`src/rtl/cond_unit.sv`:
```
// cond_unit: ARM condition-check unit for the single-cycle datapath.
// Holds the NZCV flag register, evaluates the instruction condition field
// against the stored flags, and gates the decoder's write enables so that a
// failed condition squashes the instruction.
// Optional feature: define COND_UNIT_SQUASH_CNT_EN to build a saturating
// counter of squashed (failed-condition) instructions on SquashCount.
module cond_unit #(
  parameter logic [3:0] RESET_FLAGS = 4'b0000,
  parameter int         CNT_W       = 16
) (
  input  logic             clk,
  input  logic             reset_n,
  input  logic             En,
  input  logic [3:0]       Cond,
  input  logic [3:0]       ALUFlags,
  input  logic [1:0]       FlagW,
  input  logic             PCS,
  input  logic             RegW,
  input  logic             MemW,
  input  logic             NoWrite,
  output logic             CondEx,
  output logic             PCSrc,
  output logic             RegWrite,
  output logic             MemWrite,
  output logic [3:0]       Flags,
  output logic [CNT_W-1:0] SquashCount
);

  // ARM condition codes carried in Instr[31:28]
  typedef enum logic [3:0] {
    COND_EQ = 4'b0000,
    COND_NE = 4'b0001,
    COND_CS = 4'b0010,
    COND_CC = 4'b0011,
    COND_MI = 4'b0100,
    COND_PL = 4'b0101,
    COND_VS = 4'b0110,
    COND_VC = 4'b0111,
    COND_HI = 4'b1000,
    COND_LS = 4'b1001,
    COND_GE = 4'b1010,
    COND_LT = 4'b1011,
    COND_GT = 4'b1100,
    COND_LE = 4'b1101,
    COND_AL = 4'b1110,
    COND_NV = 4'b1111
  } cond_e;

  logic [3:0] flags_q;
  logic [3:0] flags_d;
  logic       flag_n;
  logic       flag_z;
  logic       flag_c;
  logic       flag_v;
  logic       cond_ex;
  logic       active;
  cond_e      cond_code;

  assign flag_n    = flags_q[3];
  assign flag_z    = flags_q[2];
  assign flag_c    = flags_q[1];
  assign flag_v    = flags_q[0];
  assign cond_code = cond_e'(Cond);

  // Condition evaluation uses only the stored flags, never ALUFlags, so there
  // is no combinational path from the ALU back into its own enables.
  always_comb begin
    cond_ex = 1'b1;
    unique case (cond_code)
      COND_EQ: cond_ex = flag_z;
      COND_NE: cond_ex = ~flag_z;
      COND_CS: cond_ex = flag_c;
      COND_CC: cond_ex = ~flag_c;
      COND_MI: cond_ex = flag_n;
      COND_PL: cond_ex = ~flag_n;
      COND_VS: cond_ex = flag_v;
      COND_VC: cond_ex = ~flag_v;
      COND_HI: cond_ex = flag_c & ~flag_z;
      COND_LS: cond_ex = ~flag_c | flag_z;
      COND_GE: cond_ex = (flag_n == flag_v);
      COND_LT: cond_ex = (flag_n != flag_v);
      COND_GT: cond_ex = ~flag_z & (flag_n == flag_v);
      COND_LE: cond_ex = flag_z | (flag_n != flag_v);
      COND_AL: cond_ex = 1'b1;
      COND_NV: cond_ex = 1'b1;
      default: cond_ex = 1'b1;
    endcase
  end

  // An instruction takes effect only when it is valid and its condition passed
  assign active = En & cond_ex;

  assign CondEx   = cond_ex;
  assign PCSrc    = active & PCS;
  assign RegWrite = active & RegW & ~NoWrite;
  assign MemWrite = active & MemW;
  assign Flags    = flags_q;

  // Next flags: NZ and CV halves load independently from the ALU bus
  always_comb begin
    flags_d = flags_q;
    if (active) begin
      if (FlagW[1]) begin
        flags_d[3:2] = ALUFlags[3:2];
      end
      if (FlagW[0]) begin
        flags_d[1:0] = ALUFlags[1:0];
      end
    end
  end

  // Flag register; async reset drops any write that was pending this cycle
  always_ff @(posedge clk or negedge reset_n) begin
    if (!reset_n) begin
      flags_q <= RESET_FLAGS;
    end else begin
      flags_q <= flags_d;
    end
  end

`ifdef COND_UNIT_SQUASH_CNT_EN
  logic [CNT_W-1:0] squash_cnt_q;
  logic [CNT_W-1:0] squash_cnt_d;

  // Count squashed valid instructions, holding at all-ones instead of wrapping
  always_comb begin
    squash_cnt_d = squash_cnt_q;
    if (En && !cond_ex && (squash_cnt_q != {CNT_W{1'b1}})) begin
      squash_cnt_d = squash_cnt_q + CNT_W'(1);
    end
  end

  // Squash counter register
  always_ff @(posedge clk or negedge reset_n) begin
    if (!reset_n) begin
      squash_cnt_q <= '0;
    end else begin
      squash_cnt_q <= squash_cnt_d;
    end
  end

  assign SquashCount = squash_cnt_q;
`else
  assign SquashCount = '0;
`endif

endmodule

```
`config.mk`:
```
export PLATFORM = sky130hd
export DESIGN_NAME = cond_unit
export DESIGN_NICKNAME = d
export VERILOG_FILES = /design/src/rtl/cond_unit.sv
export SDC_FILE = /design/constraint.sdc
export NUM_CORES = 1
export LEC_CHECK = 0
export ABC_CLOCK_PERIOD_IN_PS = 5870
export CAP_MARGIN = 20
export CORE_MARGIN = 10
export CORE_UTILIZATION = 36
export DETAILED_ROUTE_END_ITERATION = 10
export PLACE_DENSITY = 0.88
export SYNTH_ARGS = -nofsm -noshare
export SYNTH_HDL_FRONTEND = slang
export SYNTH_SLANG_ARGS = --single-unit
export TNS_END_PERCENT = 10
```
`constraint.sdc`:
```
create_clock -name clk -period 5.87 [get_ports clk]
set_clock_uncertainty 0.2 [all_clocks]
set_input_delay 1.174 -clock clk [delete_from_list [all_inputs] [get_ports clk]]
set_output_delay 1.174 -clock clk [all_outputs]
set_load 0.005 [all_outputs]
```
==> results of run 1 <==
## how the worst max path moves through the flow
| stage | slack, ns | cells after the start | startpoint | end |
|---|---|---|---|---|
| after CTS | 0.90 | 8 | Cond[3] | RegWrite |
| after global routing | 0.73 | 8 | Cond[3] | RegWrite |
| after global placement | 0.98 | 8 | Cond[3] | RegWrite |
| after floorplan | 2.06 | 6 | Cond[0] | RegWrite |
| after detailed placement | 0.90 | 8 | Cond[3] | RegWrite |
| final | 0.92 | 8 | Cond[3] | RegWrite |
## power by group
part           internal, mW  leakage [nW]  switching [mW]
sequential           0.0418        0.0472          0.0257
combinational        0.0772         0.267          0.0530
clock                0.0229        0.0138          0.0111
## per-layer routing
| layer | wire, µm | vias to the layer above |
|---|---|---|
| li1 | - | 255 |
| met1 | 539 | 223 |
| met2 | 716 | 31 |
| met3 | 221 | 4 |
| met4 | 14 | 0 |
| met5 | 0 | - |
## cells by family after synthesis
| kind of cell | Yosys count |
|---|---|
| mux | 4 |
| xor+xnor | 2 |
| simple gates | 25 |
| buf+inv | 19 |
| flops | 4 |
| other cells | 1 |
| compound gates | 14 |
## layout by cell type, fill, tap and decap left out, types with 2 or more instances in the layout
master / synthesis / routed
a21o_1: 2 / 2
a21oi_2: 2 / 2
a31oi_1: 2 / 2
and2_1: 2 / 2
and3_1: 2 / 2
clkbuf_4: 0 / 3
clkdlybuf4s50_1: 0 / 24
conb_1: 1 / 16
dfrtp_1: 4 / 4
mux2_1: 4 / 4
nand2_1: 6 / 6
nand2b_1: 3 / 3
nand3b_1: 2 / 2
nor2_1: 3 / 3
nor2b_1: 2 / 2
xor2_1: 2 / 2
## per-stage QoR
| step | setup slack (ns) | utilization (%) |
|---|---|---|
| floorplan | 2.059 | - |
| global placement | 0.9768 | 49.09 |
| detailed placement | 0.8968 | 49.09 |
| CTS | 0.8999 | 50.58 |
| global route | 0.7329 | 50.58 |
| finish | 0.9184 | 50.58 |
## area by class of cell
class | count | area [µm²] | area share, %
multi-input combinational | 61 | 379.1 | 49.75
timing repair buffer | 24 | 240.2 | 31.53
sequential | 4 | 100.1 | 13.14
clock buffer | 3 | 22.52 | 2.956
tap | 16 | 20.02 | 2.627
## worst max-delay path: stages
cell	delay (ns)
clkdlybuf4s50_1	0.69
nand2_4	0.08
or4_1	0.49
a41oi_2	0.19
nor2_2	0.09
a21boi_1	0.17
and3b_1	0.18
clkdlybuf4s50_1	0.51
==> run_results.csv, run 1 <==
group,metric,value,unit
status,outcome,"completed",
timing,drv_slew,0,
run,drv_cap,0,
global_route,use_met2,13.68,%
place,place_inst,105,
die,ioPinCount,41,
critical_path,start_kind,"input pin",
global_route,grt_max_degree,11,
detailed_routing,route.detailed.drc,0,
layout,finalNetCount,111,
synth,synth_fa_ha_area_share,0,%
critical_path,rr_worst_depth,6,
synth,synth.most_common_cell,"buf_4",
detailed_routing,dr.pass1.iters,4,
layout,layout.cells.non_filler,108,
pwr,powerDensity,304.0,mW/mm²
critical_path,critPathMaxFanout,10,
clocking,cts_setup_buffers,0,
synth,yosys.cell_types.count,30,
place,finalWeightedCongestion,0.7961,
synth,async_reset_ff_share,100.0,%
place,dpl-instance-area,739.5,µm²
clocking,insertion_delay,0.23,ns
detailed_routing,drtAntennaViolNets,0,
global_route,grtUsageMet3,3.390,%
pwr,ir_drop,239.2,µV
synth,synth.avg_cell_area,8.214,µm²
synth,synth-xor-area-share,3.091,%
clocking,clockRootBuffer,"clkbuf_4",
global_route,grt.total_usage,8.019,%
synth,synth_top_family_by_area,"simple AND/OR/NAND/NOR gates",
die,placementRows,14,
critical_path,cp.required,4.50,ns
clocking,clk_pin_slew,0.03,ns
synth,yosys-top-cells-count,"buf_4 (17), nand2_1 (6), dfrtp_1 (4), mux2_1 (4)",
global_route,grt.met1_usage,7.831,%
detailed_routing,viasPerCell,4.750,
global_route,antenna_found_initial,0,
synth,synth_top_cell_by_area,"buf_4",
clocking,cts_buffers,3,
detailed_routing,drtIter0Drc,7,
timing,period_share,84.35,%
layout,antennaDiodeCount,0,
synth,synth-seq-cells,4,
place,hpwl,1278,µm
timing,finalSetupTns,0,ns
timing,finalSetupViolations,0,
detailed_routing,vias,513,
synth,synth_top_area_share,22.52,%
synth,yosysSeqAreaShare,17.66,%
global_route,grt_pass1_vias,533,
critical_path,rr_endpoint,"Flags[1]",
clocking,clock-sinks,4,
synth,synth_area_leaders,"buf_4 (23%), dfrtp_1 (18%), mux2_1 (7.9%)",
pwr,p_total,0.2316,mW
synth,synth-compound-area-share,19.43,%
synth,yosys_warnings,0,
global_route,grt_busiest_layer,"met2",
timing,min_period,4.952,ns
synth,synth-simple-area-share,25.83,%
timing,fmax,202.0,MHz
synth,syn_inst,69,
detailed_routing,finalWirelength,1491,µm
global_route,grt_pass1_wl,2242,µm
synth,synth_flop_cell,"dfrtp_1",
timing,hold_viol_final,0,
timing,timing.hold.ws,0.3715,ns
min_path,hold_path.class,"reg2reg",
layout,largest_reg_flops,4,
die,start_util,37.62,%
layout,area_growth,34.44,%
clocking,clk_path_buf_depth,2,
clocking,cts.htree.levels,1,
synth,synth_edf_count,0,
die,die_height,59.68,µm
min_path,hold-path-endpoint,"Flags[0]",
timing,rsz0062_at_grt,"false",
global_route,overflow,0,
die,dieArea,0.003562,mm²
synth,synth_area,566.8,µm²
layout,drive_gt1_share,8.696,%
clocking,cts_tree,"done",
detailed_routing,wire_per_inst,13.81,µm
layout,fill_cells,150,
critical_path,critPathKind,"in2out",
min_path,hold_path_depth,1,
die,core,0.001506,mm²
critical_path,end_kind,"output pin",
place,port_buffers,24,
pwr,power_leakage,0.3281,nW
clocking,hold_buffers,0,
synth,synth.area.mux_share,7.947,%
critical_path,timing.rr.start,"Flags[3]",
critical_path,r2r_setup_slack,3.66,ns
die,die_x,59.68,µm
layout,final_area,762.0,µm²
clocking,ctsResizeCount,0,
critical_path,crit_arrival,3.58,ns
min_path,hp-start,"Flags[0]",
Note: power is estimated with default switching activity, not from simulation.
==> run 2, diff against run 1 <==
--- a/config.mk
+++ b/config.mk
@@ -5,12 +5,12 @@
 export SDC_FILE = /design/constraint.sdc
 export NUM_CORES = 1
 export LEC_CHECK = 0
-export ABC_CLOCK_PERIOD_IN_PS = 5870
+export ABC_CLOCK_PERIOD_IN_PS = 4100
 export CAP_MARGIN = 20
 export CORE_MARGIN = 10
-export CORE_UTILIZATION = 36
+export CORE_UTILIZATION = 30
 export DETAILED_ROUTE_END_ITERATION = 10
-export PLACE_DENSITY = 0.88
+export PLACE_DENSITY = 0.79
 export SYNTH_ARGS = -nofsm -noshare
 export SYNTH_HDL_FRONTEND = slang
 export SYNTH_SLANG_ARGS = --single-unit
==> constraint.sdc (replaced) <==
create_clock -name clk -period 4.1 [get_ports clk]
set_clock_uncertainty 0.2 [all_clocks]
set_input_delay 0.82 -clock clk [delete_from_list [all_inputs] [get_ports clk]]
set_output_delay 0.82 -clock clk [all_outputs]
set_load 0.005 [all_outputs]
==> run 2 against run 1 <==
  * Register-to-register slack worse by 1.9 ns
  * First-iteration DRC count is 57% lower
  * Clock-buffer cell count stayed put
  * Sequential share of layout area is 0.89 points lower
  * Critical path depth stayed put
  * Non-clock buffer count is 5 higher
==> run_results.csv, run 2 (synthesis gave the netlist of run 1 again) <==
group,metric,value,unit
status,outcome,"completed",
clocking,insertion_delay,0.25,ns
detailed_routing,wire_per_inst,12.56,µm
pwr,switchingPower,0.1300,mW
clocking,clk_pin_slew,0.03,ns
die,die_height,63.47,µm
detailed_routing,dr.pass1.iters,4,
clocking,clockRootBuffer,"clkbuf_4",
run,drv_cap,0,
timing,finalSetupViolations,0,
timing,min_period,3.979,ns
timing,hold_viol_final,0,
clocking,cts_buffers,3,
global_route,antenna_found_initial,0,
detailed_routing,viasPerCell,4.426,
timing,rsz0062_at_grt,"false",
timing,drv_slew,0,
clocking,cts.htree.levels,1,
clocking,cts_setup_buffers,0,
pwr,sw_frac_of_total,37.81,%
clocking,ctsResizeCount,0,
die,dieArea,0.004028,mm²
detailed_routing,vias,540,
pwr,power_leakage,0.3611,nW
layout,area_growth,44.15,%
die,die_x,63.47,µm
die,ioPinCount,41,
clocking,hold_buffers,0,
critical_path,r2r_setup_slack,1.78,ns
global_route,grt_pass1_vias,566,
layout,finalNetCount,116,
global_route,overflow,0,
place,preCtsSetupSlack,0.06868,ns
clocking,clock-sinks,4,
place,place_inst,119,
critical_path,cp.required,3.08,ns
timing,finalSetupTns,0,ns
min_path,hold-path-endpoint,"Flags[0]",
layout,final_common_cell,"clkdlybuf4s50_1",
critical_path,start_kind,"input pin",
critical_path,rr_worst_depth,7,
global_route,grt_pass1_wl,2428,µm
global_route,grt.total_usage,7.359,%
timing,fmax,251.3,MHz
critical_path,crit_arrival,2.96,ns
layout,largest_reg_flops,4,
min_path,hold_path.class,"reg2reg",
timing,setup_ws,0.1214,ns
min_path,hold_path_depth,1,
place,hpwl,1320,µm
global_route,grt_max_degree,10,
pwr,ir_drop,251.3,µV
place,port_buffers,24,
min_path,hp-start,"Flags[0]",
critical_path,end_kind,"output pin",
pwr,power.internal,0.2138,mW
pwr,powerDensity,420.7,mW/mm²
place,finalWeightedCongestion,0.7429,
die,placementRows,15,
clocking,clk_path_buf_depth,2,
pwr,p_comb_share,57.4,%
clocking,cts_tree,"done",
critical_path,critPathMaxFanout,3,
detailed_routing,drtAntennaViolNets,0,
layout,final_cell_mix,"clkdlybuf4s50_1 (23), conb_1 (16), nand2_1 (6)",
timing,period_share,97.04,%
critical_path,rr_endpoint,"Flags[1]",
layout,layout.cells.non_filler,122,
detailed_routing,finalWirelength,1532,µm
detailed_routing,route.detailed.drc,0,
layout,antennaDiodeCount,0,
pwr,seqPwrFrac,27.8,%
critical_path,critPathKind,"in2out",
layout,drive_gt1_share,14.43,%
die,core,0.001764,mm²
die,start_util,32.13,%
pwr,p_clk_share,14.7,%
detailed_routing,drtIter0Drc,3,
critical_path,timing.rr.start,"Flags[3]",
-- run 2: changes by cell type in the layout (fill, tap and decap cells not counted), sizes merged --
cell and change:
buf +5, clkdlybuf4s50 -1, dlymetal6s2s +1
-- run 2: layout make-up --
type,instances,area (µm²)
fill,167,947.2
multi-input combinational,61,382.9
timing repair buffer,29,280.3
sequential,4,100.1
tap,25,31.28
clock buffer,3,22.52
-- run 2: power by group through the flow --
stage	Sequential, mW	Clock [mW]	Combinational, mW
after floorplan	0.0898	0	0.107
after global placement	0.0947	0	0.193
after detailed placement	0.0966	0	0.196
after CTS	0.0966	0.0534	0.198
after global routing	0.102	0.0552	0.218
final	0.0957	0.0507	0.197
-- run 2: how the worst max path moves through the flow --
stage            start  endpoint  slack [ns]  depth (start not counted)
6_report       Cond[3]  RegWrite        0.12                          8
5_1_grt        Cond[3]  RegWrite        0.05                          8
4_1_cts        Cond[3]  RegWrite        0.07                          8
3_5_place_dp   Cond[3]  RegWrite        0.07                          8
3_3_place_gp   Cond[3]  RegWrite         0.1                          8
2_1_floorplan  Cond[0]  RegWrite         1.0                          6
-- run 2: stage by stage --
| step | total power, mW | hold WS [ns] | util, % | cell area [µm²] |
|---|---|---|---|---|
| detailed placement | 0.2930 | 0.3823 | 44.68 | 788.3 |
| global route | 0.3752 | 0.4292 | 46.31 | 817.0 |
| CTS | 0.3480 | 0.3940 | 45.96 | 810.8 |
| global placement | 0.2878 | 0.3682 | 44.68 | 788.3 |
| floorplan | 0.1967 | 0.3244 | - | 623.1 |
| finish | 0.3437 | 0.3873 | 46.31 | 817.0 |
-- run 2: routing by layer --
layer	wire (µm)	vias to the layer above	global-route usage, %
li1	-	265	-
met1	504	239	6.022
met2	762	33	12.44
met3	230	3	5.654
met4	34	0	4.098
met5	0	-	0
-- run 2: critical path, cell delays in order --
cell             delay [ns]
clkdlybuf4s50_1        0.53
nand2_4                0.06
or4_1                  0.48
a41oi_2                0.19
nor2_2                 0.07
a21boi_2               0.15
and3b_1                0.16
clkdlybuf4s50_1        0.50
==> run 3, diff against run 2 <==
--- a/config.mk
+++ b/config.mk
@@ -7,7 +7,7 @@
 export LEC_CHECK = 0
 export ABC_CLOCK_PERIOD_IN_PS = 4100
 export CAP_MARGIN = 20
-export CORE_MARGIN = 10
+export CORE_MARGIN = 2
 export CORE_UTILIZATION = 30
 export DETAILED_ROUTE_END_ITERATION = 10
 export PLACE_DENSITY = 0.79
==> run 3 against run 2 <==
  * Worst setup slack better by 0.012 ns
  * Sequential cell count unchanged
  * First-iteration DRC count up 67%
  * Combinational power about the same
  * Via count down 2.4%
  * Clock power down 1%
  * Utilization up 0.35 points
  * Register-to-register slack about the same
  * Critical endpoint unchanged
  * Highest routed layer is now met3
==> run_results.csv, run 3 (synthesis gave the netlist of run 1 again) <==
group,metric,value,unit
clocking,insertion_delay,0.24,ns
layout,antennaDiodeCount,0,
die,die_x,47.47,µm
die,dieArea,0.002253,mm²
clocking,clk_path_buf_depth,2,
die,die_height,47.47,µm
layout,final_common_cell,"clkdlybuf4s50_1",
critical_path,end_kind,"output pin",
die,placementRows,15,
pwr,power_leakage,0.3519,nW
timing,drv_slew,0,
timing,timing.hold.ws,0.3783,ns
place,place_inst,119,
die,ioPinCount,41,
detailed_routing,vias,527,
detailed_routing,wire_per_inst,9.730,µm
layout,final_cell_mix,"clkdlybuf4s50_1 (24), conb_1 (16), nand2_1 (6)",
clocking,clk_pin_slew,0.04,ns
place,finalWeightedCongestion,0.7373,
pwr,ir_drop,280.6,µV
critical_path,cp.required,3.08,ns
status,outcome,"completed",
critical_path,critPathMaxFanout,3,
pwr,powerDensity,418.7,mW/mm²
timing,hold_viol_final,0,
detailed_routing,viasPerCell,4.320,
timing,rsz0062_at_grt,"false",
timing,fmax,252.1,MHz
clocking,cts_buffers,3,
run,drv_cap,0,
place,port_buffers,24,
detailed_routing,dr.pass1.iters,4,
clocking,cts_setup_buffers,0,
clocking,cts_tree,"done",
global_route,grt_max_degree,10,
timing,period_share,96.75,%
layout,layout.cells.non_filler,122,
layout,area_growth,43.71,%
clocking,cts.htree.levels,1,
clocking,clock-sinks,4,
die,start_util,32.47,%
place,preCtsSetupSlack,0.08373,ns
timing,finalSetupTns,0,ns
pwr,p_total,0.3411,mW
timing,setup_ws,0.1332,ns
clocking,clockRootBuffer,"clkbuf_4",
place,hpwl,982.4,µm
layout,drive_gt1_share,14.43,%
critical_path,critPathKind,"in2out",
global_route,grt_pass1_wl,1897,µm
layout,finalNetCount,116,
critical_path,start_kind,"input pin",
timing,finalSetupViolations,0,
die,core,0.001745,mm²
layout,largest_reg_flops,4,
global_route,grt.total_usage,12.09,%
global_route,grt_pass1_vias,465,
detailed_routing,finalWirelength,1187,µm
global_route,antenna_found_initial,0,
min_path,hold_path.class,"reg2reg",
critical_path,crit_arrival,2.95,ns
detailed_routing,route.detailed.drc,0,
detailed_routing,drtIter0Drc,5,
detailed_routing,drtAntennaViolNets,0,
timing,min_period,3.967,ns
global_route,overflow,0,
-- run 3: through the flow --
step	util, %	instance area [µm²]
floorplan	-	623.1
global placement	45.16	788.3
detailed placement	45.16	788.3
CTS	46.45	810.8
global route	46.67	814.5
finish	46.67	814.5
-- run 3: metal layers --
metal / vias to the layer above / track usage [%] / part of all wire, %
met5: - / 0 / 0
li1: 264 / - / -
met4: 0 / 6.667 / 0
met3: 0 / 3.019 / 9.5
met1: 234 / 14.02 / 37
met2: 29 / 20.27 / 53
-- run 3: where the power goes --
| part | leakage [nW] | internal [mW] | total, mW | switching [mW] |
|---|---|---|---|---|
| logic | 0.291 | 0.121 | 0.196 | 0.0745 |
| registers | 0.0472 | 0.0598 | 0.0953 | 0.0354 |
| clock network | 0.0138 | 0.0328 | 0.0502 | 0.0173 |
| total | 0.352 | 0.214 | 0.341 | 0.127 |
-- run 3: worst max-delay path: stages --
cell and delay [ns]:
clkdlybuf4s50_1 0.53, nand2_4 0.07, or4_1 0.48, a41oi_2 0.19, nor2_2 0.07, a21boi_2 0.14, and3b_1 0.17, clkdlybuf4s50_1 0.49
-- run 3: worst paths after layout --
path / startpoint / end / slack, ns / depth (start not counted)
hold / removal: Flags[0] / Flags[0] / 0.38 / 1
hold reg to reg: Flags[0] / Flags[0] / 0.38 / 1
setup reg to reg: Flags[3] / Flags[0] / 1.79 / 7
min in group asynchronous: reset_n / Flags[3] / 0.58 / 1
max in group asynchronous: reset_n / Flags[0] / 2.95 / 1
setup / recovery: Cond[3] / RegWrite / 0.13 / 8
-- run 3: repair_timing --
action	4_1_cts	5_1_grt
resized for setup	0	1
hold buffers	0	0
setup endpoints to repair	0	1
endpoints found under the hold margin	0	0
-- run 3: final cells by class --
type | count | area, µm²
multi-input combinational | 61 | 382.9
tap | 25 | 31.28
timing repair buffer | 29 | 277.8
sequential | 4 | 100.1
clock buffer | 3 | 22.52
fill | 177 | 930.9
